### config.mk
export PLATFORM = sky130hd
export DESIGN_NAME = pair_cover_reduce_pipe
export DESIGN_NICKNAME = d
export VERILOG_FILES = /design/src/rtl/pair_cover_pkg.sv /design/src/rtl/group_cover_reduce.sv /design/src/rtl/pair_cover_reduce_pipe.sv
export SDC_FILE = /design/constraint.sdc
export NUM_CORES = 1
export LEC_CHECK = 0
export ABC_CLOCK_PERIOD_IN_PS = 4460
export BUFFER_PORTS_ARGS = -buffer_cell sky130_fd_sc_hd__buf_2
export CORE_MARGIN = 5
export CORE_UTILIZATION = 58
export DETAILED_ROUTE_END_ITERATION = 10
export PLACE_DENSITY = 0.85
export SLEW_MARGIN = 15
export SYNTH_ARGS = -nofsm -noshare
export SYNTH_HDL_FRONTEND = slang
export SYNTH_SLANG_ARGS = --single-unit
### constraint.sdc
create_clock -name clk -period 4.46 [get_ports clk]
set_input_delay 0.669 -clock clk [delete_from_list [all_inputs] [get_ports clk]]
set_output_delay 0.669 -clock clk [all_outputs]
set_load 0.02 [all_outputs]
### src/rtl/pair_cover_pkg.sv
// rtl/pair_cover_pkg.sv - shared constants, mode enum and index-width helper for the pair-cover pipeline
package pair_cover_pkg;

  localparam int DEF_NUM_GROUPS  = 4;
  localparam int DEF_GROUP_WIDTH = 16;
  localparam int DEF_CNT_W       = 8;

  typedef enum logic {
    MODE_SINGLE = 1'b0,
    MODE_ACCUM  = 1'b1
  } mode_e;

  // Width of an index into a group; a group is always at least 2 bits wide.
  function automatic int idx_w(input int gw);
    return (gw > 1) ? $clog2(gw) : 1;
  endfunction

endpackage

### src/rtl/group_cover_reduce.sv
// rtl/group_cover_reduce.sv - per-group AND-reduce and lowest-uncovered-bit encoder
module group_cover_reduce
  import pair_cover_pkg::*;
#(
  parameter  int GROUP_WIDTH = DEF_GROUP_WIDTH,
  localparam int IDX_W       = idx_w(GROUP_WIDTH)
) (
  input  logic [GROUP_WIDTH-1:0] i_cov,
  output logic                   o_all,
  output logic [IDX_W-1:0]       o_miss_idx
);

  // Scan from the top down so the lowest uncovered bit is the last one written.
  always_comb begin
    o_all      = &i_cov;
    o_miss_idx = '0;
    for (int i = GROUP_WIDTH - 1; i >= 0; i--) begin
      if (!i_cov[i]) begin
        o_miss_idx = IDX_W'(i);
      end
    end
  end

endmodule

### src/rtl/pair_cover_reduce_pipe.sv
// rtl/pair_cover_reduce_pipe.sv - two-stage pair-cover checker with frame accumulation and valid/ready flow control
module pair_cover_reduce_pipe
  import pair_cover_pkg::*;
#(
  parameter  int NUM_GROUPS  = DEF_NUM_GROUPS,
  parameter  int GROUP_WIDTH = DEF_GROUP_WIDTH,
  parameter  int CNT_W       = DEF_CNT_W,
  localparam int IDX_W       = idx_w(GROUP_WIDTH),
  localparam int VEC_W       = NUM_GROUPS * GROUP_WIDTH
) (
  input  logic                        clk,
  input  logic                        rst,
  input  logic                        in_valid,
  output logic                        in_ready,
  input  logic [VEC_W-1:0]            in_a,
  input  logic [VEC_W-1:0]            in_b,
  input  logic                        in_last,
  input  logic                        mode,
  output logic                        out_valid,
  input  logic                        out_ready,
  output logic [NUM_GROUPS-1:0]       out_all,
  output logic [NUM_GROUPS*IDX_W-1:0] out_miss_idx,
  output logic [CNT_W-1:0]            out_beats
);

  localparam logic [CNT_W-1:0] CNT_MAX = '1;

  // Open-frame state
  logic [VEC_W-1:0] r_acc;
  logic [CNT_W-1:0] r_cnt;
  logic             r_frame_open;
  mode_e            r_mode;

  // Stage 1
  logic             r_s1_valid;
  logic [VEC_W-1:0] r_s1_cov;
  logic [CNT_W-1:0] r_s1_cnt;

  // Stage 2 (output register)
  logic                        r_out_valid;
  logic [NUM_GROUPS-1:0]       r_out_all;
  logic [NUM_GROUPS*IDX_W-1:0] r_out_miss;
  logic [CNT_W-1:0]            r_out_beats;

  logic                        w_s2_free;
  logic                        w_s1_adv;
  logic                        w_in_ready;
  logic                        w_accept;
  mode_e                       w_mode;
  logic                        w_closing;
  logic [VEC_W-1:0]            w_cov_next;
  logic [CNT_W-1:0]            w_cnt_next;
  logic [NUM_GROUPS-1:0]       w_grp_all;
  logic [NUM_GROUPS*IDX_W-1:0] w_grp_miss;

  // The mode seen by the first beat of a frame governs the whole frame.
  assign w_mode     = r_frame_open ? r_mode : mode_e'(mode);
  assign w_closing  = (w_mode == MODE_SINGLE) | in_last;
  assign w_cov_next = r_acc | in_a | in_b;
  assign w_cnt_next = (r_cnt == CNT_MAX) ? r_cnt : r_cnt + CNT_W'(1);

  assign w_s2_free  = !r_out_valid | out_ready;
  assign w_s1_adv   = r_s1_valid & w_s2_free;
  assign w_in_ready = !rst & (!r_s1_valid | w_s2_free);
  assign w_accept   = in_valid & w_in_ready;

  assign in_ready     = w_in_ready;
  assign out_valid    = r_out_valid;
  assign out_all      = r_out_all;
  assign out_miss_idx = r_out_miss;
  assign out_beats    = r_out_beats;

  for (genvar g = 0; g < NUM_GROUPS; g++) begin : g_grp
    group_cover_reduce #(
      .GROUP_WIDTH(GROUP_WIDTH)
    ) u_reduce (
      .i_cov     (r_s1_cov[g*GROUP_WIDTH +: GROUP_WIDTH]),
      .o_all     (w_grp_all[g]),
      .o_miss_idx(w_grp_miss[g*IDX_W +: IDX_W])
    );
  end

  // Accumulate coverage and count beats of the open frame; a closing beat hands both to stage 1.
  always_ff @(posedge clk) begin
    if (rst) begin
      r_acc        <= '0;
      r_cnt        <= '0;
      r_frame_open <= 1'b0;
      r_mode       <= MODE_SINGLE;
    end else if (w_accept) begin
      if (w_closing) begin
        r_acc        <= '0;
        r_cnt        <= '0;
        r_frame_open <= 1'b0;
      end else begin
        r_acc        <= w_cov_next;
        r_cnt        <= w_cnt_next;
        r_frame_open <= 1'b1;
        r_mode       <= w_mode;
      end
    end
  end

  // Stage 1 loads a finished frame; in_ready guarantees it is empty or draining that cycle.
  always_ff @(posedge clk) begin
    if (rst) begin
      r_s1_valid <= 1'b0;
      r_s1_cov   <= '0;
      r_s1_cnt   <= '0;
    end else if (w_accept && w_closing) begin
      r_s1_valid <= 1'b1;
      r_s1_cov   <= w_cov_next;
      r_s1_cnt   <= w_cnt_next;
    end else if (w_s1_adv) begin
      r_s1_valid <= 1'b0;
    end
  end

  // Output register captures the reduced stage-1 frame and holds it until consumed.
  always_ff @(posedge clk) begin
    if (rst) begin
      r_out_valid <= 1'b0;
      r_out_all   <= '0;
      r_out_miss  <= '0;
      r_out_beats <= '0;
    end else if (w_s1_adv) begin
      r_out_valid <= 1'b1;
      r_out_all   <= w_grp_all;
      r_out_miss  <= w_grp_miss;
      r_out_beats <= r_s1_cnt;
    end else if (r_out_valid && out_ready) begin
      r_out_valid <= 1'b0;
    end
  end

endmodule

# Yosys cells after proc, flatten, opt, wreduce, memory -nomap -nowiden
# Cells that the tools add are included.
dict set report totals {
  in_bits 134
  out_inout_bits 30
  wordCells 108
  reg_bits 176
}
dict set report classes {
  n_mux 73
  eq_ne 1
  reduce_logical 12
  bitwise 10
  n_addsub 1
}
# cell count
set op_table {}
lappend op_table {{2-to-1 mux 4 bit} 64}
lappend op_table {{OR 64 bit} 2}
lappend op_table {{2-to-1 mux 64 bit} 1}
lappend op_table {{AND reduction 16 bit} 4}
lappend op_table {{2-to-1 mux 8 bit} 2}
lappend op_table {{adder 8 x 1 -> 8 bit (second input constant)} 1}
lappend op_table {{== test 8 bit (second input constant)} 1}
lappend op_table {{2-to-1 mux 1 bit} 6}
lappend op_table {{nonzero test 2 bit} 2}
lappend op_table {{bitwise AND 1 bit} 3}
lappend op_table {{logical NOT 1 bit} 3}
lappend op_table {{OR 1 bit} 3}
lappend op_table {{logical AND 1 bit} 2}
lappend op_table {{NOT 1 bit} 2}
lappend op_table {{AND reduction 2 bit} 1}

# Longest topological paths before layout
# Gate-level depths: netlist (run 1).
dict set report depth {
  word_depth 16
  ltp_mapped 7
  ltp_nobuf 5
}

# Hierarchy
# A second synthesis (run 1) with hierarchy kept.
dict set report unflattened {
  hier_cells 844
  area_unflattened_um2 7598.5
}
# mod seq_area_each_um2 cells_per_inst area_per_inst_um2 n_inst
set modules_own_cells {}
lappend modules_own_cells {pair_cover_reduce_pipe 3523.4 712 6892.9 1}
lappend modules_own_cells {group_cover_reduce 0.0 33 176.4 4}

# Least setup slack after synthesis (run 1)
# Ideal clock, no wire load.
dict set report synth_path {
  kind {input to output}
  startpoint {input rst}
  endpoint {output in_ready}
  path_buffers 2
  path_slack_ns 2.376
  stages 3
  t_required_ns 3.791
  arrival_ns 1.415
  path_cell_list {clkbuf_1 clkbuf_1 a21oi_1}
}
dict set report synth_between {
  elab_chain_cells 2
}
# element line
set synth_lines {}
lappend synth_lines {{start, declared} pair_cover_reduce_pipe.sv:12} ;# input logic rst,
lappend synth_lines {{logical NOT 1 bit} pair_cover_reduce_pipe.sv:64} ;# assign w_in_ready = !rst & (!r_s1_valid | w_s2_free);
lappend synth_lines {{bitwise AND 1 bit} pair_cover_reduce_pipe.sv:64}
lappend synth_lines {{end, declared} pair_cover_reduce_pipe.sv:14} ;# output logic in_ready,
# No other way between the ends.

# Worst setup path in the final report (run 1)
dict set report layout_path {
  startpoint {register r_out_valid (netlist: out_valid)}
  endpoint {output in_ready}
}
dict set report layout_between {
  elab_chain_cells 4
}
# element line
set layout_lines {}
lappend layout_lines {{start, declared} pair_cover_reduce_pipe.sv:40} ;# logic r_out_valid;
lappend layout_lines {{start signal, assigned} pair_cover_reduce_pipe.sv:122} ;# r_out_valid <= 1'b0;
lappend layout_lines {{start signal, assigned} pair_cover_reduce_pipe.sv:127} ;# r_out_valid <= 1'b1;
lappend layout_lines {{start signal, assigned} pair_cover_reduce_pipe.sv:132} ;# r_out_valid <= 1'b0;
lappend layout_lines {{logical NOT 1 bit} pair_cover_reduce_pipe.sv:62} ;# assign w_s2_free = !r_out_valid | out_ready;
lappend layout_lines {{OR 1 bit} pair_cover_reduce_pipe.sv:62}
lappend layout_lines {{OR 1 bit} pair_cover_reduce_pipe.sv:64}
lappend layout_lines {{bitwise AND 1 bit} pair_cover_reduce_pipe.sv:64}
# No other way between the ends.

==> results of run 1 <==
[registers in the layout, summed over array words and instances (netlist names)]
signal and count:
r_s1_cnt 8, out_miss_idx 16, out_beats 8, r_mode 1
r_cnt 8, out_all 4, r_s1_cov 64, out_valid 1
r_s1_valid 1, r_frame_open 1, r_acc 64
[metal layers]
layer	part of all wire	track usage	vias up
met5	0	0	-
met4	0.018	0.0892	0
met3	0.061	0.0569	24
met2	0.48	0.398	219
met1	0.44	0.309	3143
li1	-	-	3428
[worst reg2reg max path: cells and delay by family (launching register included)]
kind                   cells  cell delay (ns)
flip-flops                 1             0.46
AO/OA/AOI/OAI              2             0.37
buffers and inverters      1             0.49
AND/OR/NAND/NOR            2             0.73
[power by group through the flow]
stage | combinational, uW | sequential, uW | clock [uW]
after floorplan | 189 | 1780 | 0
after CTS | 310 | 1770 | 1450
after detailed placement | 307 | 1800 | 0
final | 309 | 1770 | 1440
after global routing | 352 | 1780 | 1530
after global placement | 297 | 1800 | 0
[kinds of logic (layout without fill, tap and decap cells)]
| group | count (synthesis) | count (layout) | synth area share |
|---|---|---|---|
| compound gates | 292 | 292 | 0.232 |
| xor+xnor | 1 | 1 | 0.00122 |
| fa+ha+maj | 1 | 1 | 0.00175 |
| buf+inv | 125 | 278 | 0.0708 |
| flops | 176 | 176 | 0.492 |
| mux | 2 | 2 | 0.00280 |
| simple gates | 277 | 277 | 0.199 |
[final timing paths]
check | startpoint | endpoint | slack [ns]
max | out_valid | in_ready | 2.13
max reg2reg | r_s1_valid | r_acc[31] | 2.32
min | r_acc[34] | r_acc[34] | 0.45
min reg2reg | r_acc[34] | r_acc[34] | 0.45
[metrics by stage]
stage	instances	utilization	hold WS (ns)	setup slack [ns]	cell area, um2
after floorplan	874	-	0.425	2.38	7160
after global placement	1163	0.668	0.432	1.83	8060
after detailed placement	1163	0.668	0.436	1.77	8060
after CTS	1195	0.716	0.446	2.12	8630
after global routing	1195	0.716	0.457	1.97	8630
final	1195	0.716	0.446	2.13	8630
[placed cells by master, fill, tap and decap left out, drive strengths merged, types with 5 or more instances in the layout]
cell type / count
dfxtp: 176
buf: 170
a21oi: 158
nand2: 114
o21ai: 82
inv: 76
nor4: 64
nand4: 23
clkbuf: 22
nand3: 19
nor2: 16
nor2b: 6
a31oi: 6
nand2b: 6
o2111ai: 6
a32o: 5
a21boi: 5
and4: 5
clkinv: 5
[cell type report]
cell class,instances,area (um2)
repair buffers,170,893
well taps,168,210
clock inverters,10,111
inverters,76,285
fillers,970,3430
clock buffers,22,464
multi-input cells,573,3150
flip-flops and latches,176,3520
==> metrics.txt, run 1 <==
top area cells in the synthesized netlist dfxtp_1 (49%), a21oi_1 (11%), nand2_1 (5.9%), o21ai_0 (5.7%), nor4_1 (5.6%); via/cell ratio 5.70; Worst EP arrival 1.66 ns; largest net degree at the start of global routing 146; DRT iter0 DRCs 491; setup TNS 0 ns; cell with the most instances after synthesis dfxtp_1; stages on the worst setup path 4; WS Path Type reg2out; Die Area 14,700 um2; RSZ-0062 raised after global routing no; RD Place Congestion 0.942; top cell type by total area after synthesis dfxtp_1; Synth Register Bits 176; Bufs and invs on worst path 2; post-synthesis cell type count 50; Clk pwr share 0.409; TritonCTS clock tree done; PortBufs 163; ANT cells 0; combinational share of power 0.088; Leakage 0.00334 uW; Setup Fix Bufs, Post-CTS 0; Yosys top cell area share 0.492; Pins Over Slew Limit 0; number of global-route vias before repair 6,357; cts hold-fix bufs 0; wirelength, routed 17,600 um; Mapped Area 7160 um2; Worst setup SP type register; Root Driver clkbuf_16; Post-CTS Resized 0; Slew @ Worst Pin 1.05 ns; ANT nets after route 0; Largest stage delay, worst path 0.37 ns; min-delay worst type reg2reg; clk slew on worst S/H paths 0.06 ns; Max Freq 430 MHz; Max-slew headroom 0.301; num rows 40; gr ovfl total 0; H-tree depth 4; cell count after synthesis 874; fin crit period 2.33 ns; initial core utilization 0.593; Num CTS Buffers 17; Worst Hold Depth 2; EDFF count, synth 0; number of synthesis warnings 0; Crit path required time 3.79 ns; first-pass GRT wire length 28,800 um; Sw Share 0.245; final hold vios 0; Total Power 3520 uW; synth cell count leaders dfxtp_1 (176), a21oi_1 (158), nand2_1 (113); Setup crit end kind primary output; Final Setup Violations 0; drt pass-1 iters 5; clk_skew 0.00933 ns; Max Cap Viol 0; Routed wire per std cell 14.8 um; clock sink total 176; Reg2Reg Depth 5; pwr dens 408 nW/um2; Seq/Total Area, Yosys 0.492; FFs w/ async S/R, synth 0; Synth Area per Inst 8.19 um2; total vias in the final route 6,814; Net Sw Power 862 uW; worst ir drop on vdd 272 uV; syn nets 1,009; Seq pwr share 0.503; area grow syn2layout 20.6%; status completed; Die X 121 um; Int Power 2660 uW; final worst-path cycle share 0.522; nets 1,149; placed wire-length estimate 12,200 um; critical-path cell list nor2b_1, buf_4, a21oi_1, buf_2; Critical-path top delay cell nor2b_1; Main synth FF type dfxtp_1; Placeable Area 12,100 um2; CP top delay family buffers and inverters; Die Span Y 121 um; CTS max path bufs 2; DRC 0; layout cell share with drive strength beyond 1 0.206; Total GRT Usage 0.242; Ports 164; antenna violations before repair 0; crit-path max FO 5; clk_lat worst skew 0.43 ns
Power figures use the tool's default switching activity.
==> inputs of run 2 (changes only) <==
--- a/config.mk
+++ b/config.mk
@@ -5,12 +5,12 @@
 export SDC_FILE = /design/constraint.sdc
 export NUM_CORES = 1
 export LEC_CHECK = 0
-export ABC_CLOCK_PERIOD_IN_PS = 4460
+export ABC_CLOCK_PERIOD_IN_PS = 1900
 export BUFFER_PORTS_ARGS = -buffer_cell sky130_fd_sc_hd__buf_2
 export CORE_MARGIN = 5
-export CORE_UTILIZATION = 58
+export CORE_UTILIZATION = 49
 export DETAILED_ROUTE_END_ITERATION = 10
-export PLACE_DENSITY = 0.85
+export PLACE_DENSITY = 0.76
 export SLEW_MARGIN = 15
 export SYNTH_ARGS = -nofsm -noshare
 export SYNTH_HDL_FRONTEND = slang
==> constraint.sdc (replaced) <==
create_clock -name clk -period 1.9 [get_ports clk]
set_input_delay 0.285 -clock clk [delete_from_list [all_inputs] [get_ports clk]]
set_output_delay 0.285 -clock clk [all_outputs]
set_load 0.02 [all_outputs]
==> metrics.txt, run 2 (synthesized netlist as in run 1, its figures left out) <==
fin crit period 1.73 ns; total vias in the final route 6,798 (was 6,814); Num CTS Buffers 17 (unchanged); WS Path Type reg2out (unchanged); reg-to-reg slack, setup 0.18 ns (was 2.32 ns); via/cell ratio 5.54 (was 5.70); CTS max path bufs 2 (unchanged); ANT nets after route 0 (unchanged); first-pass GRT wire length 29,400 um (was 28,800 um); Die Area 17,100 um2 (was 14,700 um2); Max Freq 579 MHz; largest net degree at the start of global routing 46 (was 146); final hold vios 0 (unchanged); cts hold-fix bufs 0 (unchanged); Placeable Area 14,400 um2 (was 12,100 um2); status completed (unchanged); number of global-route vias before repair 6,184 (was 6,357); H-tree depth 4 (unchanged); final worst-path cycle share 0.909; layout cell share with drive strength beyond 1 0.221 (was 0.206); Total GRT Usage 0.217 (was 0.242); Worst setup SP type register (unchanged); DRT iter0 DRCs 525 (was 491); antenna violations before repair 0 (unchanged); RSZ-0062 raised after global routing no (unchanged); gr ovfl total 0 (unchanged); Place WS 0.0865 ns (was 1.77 ns); Root Driver clkbuf_16 (unchanged); TritonCTS clock tree done (unchanged); Pins Over Slew Limit 0 (unchanged); Max Cap Viol 0 (unchanged); clk_skew 0.00806 ns (was 0.00933 ns); Setup crit end kind primary output (unchanged); Routed wire per std cell 15.1 um (was 14.8 um); nets 1,165 (was 1,149); Die X 131 um (was 121 um); initial core utilization 0.496 (was 0.593); Final WS setup 0.172 ns (was 2.13 ns); clk_lat worst skew 0.44 ns (was 0.43 ns); drt pass-1 iters 5 (unchanged); crit-path max FO 8 (was 5); ANT cells 0 (unchanged); area grow syn2layout 23.6% (was 20.6%); Ports 164 (unchanged); setup TNS 0 ns (unchanged); PortBufs 163 (unchanged); Die Span Y 131 um (was 121 um); Max-slew headroom 0.407 (was 0.301); Worst EP arrival 1.44 ns (was 1.66 ns); Slew @ Worst Pin 0.888 ns (was 1.05 ns); Final Setup Violations 0 (unchanged); min-delay worst type in2reg (was reg2reg); placed wire-length estimate 12,900 um (was 12,200 um); clk slew on worst S/H paths 0.07 ns (was 0.06 ns); pwr dens 955 nW/um2 (was 408 nW/um2); RD Place Congestion 0.850 (was 0.942); most frequent cells in the layout dfxtp_1 (176), buf_2 (163), a21oi_1 (158) (unchanged); num rows 44 (was 40); worst ir drop on vdd 648 uV (was 272 uV); commonest non-fill, non-tap cell in the layout dfxtp_1 (unchanged); wirelength, routed 18,600 um (was 17,600 um); clock sink total 176 (unchanged); DRC 0 (unchanged); Leakage 0.00346 uW (was 0.00334 uW); Crit path required time 1.62 ns (was 3.79 ns)
## run 2: changes by cell type in the layout (fill, tap and decap cells not counted), sizes merged
cell | before | now
buf | 170 | 186
inv | 76 | 79
clkbuf | 22 | 21
clkinv | 5 | 4
clkinvlp | 3 | 2
## run 2: metal layers
| metal | part of all wire | wire length, um | GRT usage | vias to the layer above |
|---|---|---|---|---|
| met1 | 0.45 | 8410 | 0.282 | 3161 |
| met5 | 0 | 0 | 0 | - |
| met4 | 0.015 | 270 | 0.0672 | 0 |
| met3 | 0.061 | 1140 | 0.0642 | 22 |
| li1 | - | - | - | 3444 |
| met2 | 0.47 | 8740 | 0.350 | 171 |
## run 2: cell type report
| class | instances | area [um2] |
|---|---|---|
| multi-input cells | 573 | 3160 |
| well taps | 184 | 230 |
| inverters | 76 | 285 |
| clock buffers | 21 | 470 |
| flip-flops and latches | 176 | 3520 |
| repair buffers | 186 | 1050 |
| fillers | 1329 | 5580 |
| clock inverters | 11 | 129 |
## run 2: through the flow
step                cell area, um2  std cells  utilization  hold WS [ns]  total power (uW)
finish                        8850       1227        0.613         0.100              8450
global route                  8850       1227        0.613        0.0905              8830
CTS                           8840       1227        0.613        0.0955              8490
detailed placement            8240       1195        0.571         0.437              5000
global placement              8240       1195        0.571         0.432              4970
floorplan                     7160        874            -         0.425              4620
## run 2: power breakdown
| part | total [uW] | internal (uW) | switching (uW) | leakage [uW] |
|---|---|---|---|---|
| clock network | 3530 | 2050 | 1470 | 0.000290 |
| registers | 4150 | 3930 | 214 | 0.00145 |
| logic | 781 | 340 | 441 | 0.00172 |
## run 2: path summary, 6_finish.rpt
check | startpoint | end | depth (start not counted)
max | out_valid | in_ready | 4
min | in_a[12] | r_s1_cov[12] | 3
max reg2reg | r_frame_open | r_s1_cov[59] | 6
min reg2reg | r_acc[55] | r_acc[55] | 2
## run 2: worst max-delay path, cell delays in order, from the launching register on
cell and delay, ns:
dfxtp_1 0.35, nor2b_1 0.19, buf_4 0.21, a21oi_1 0.08, buf_2 0.18
## run 2: timing repair
item,in CTS,in global routing
gates resized for setup,0,2
endpoints found under the setup margin,0,19
buffers inserted,0,0
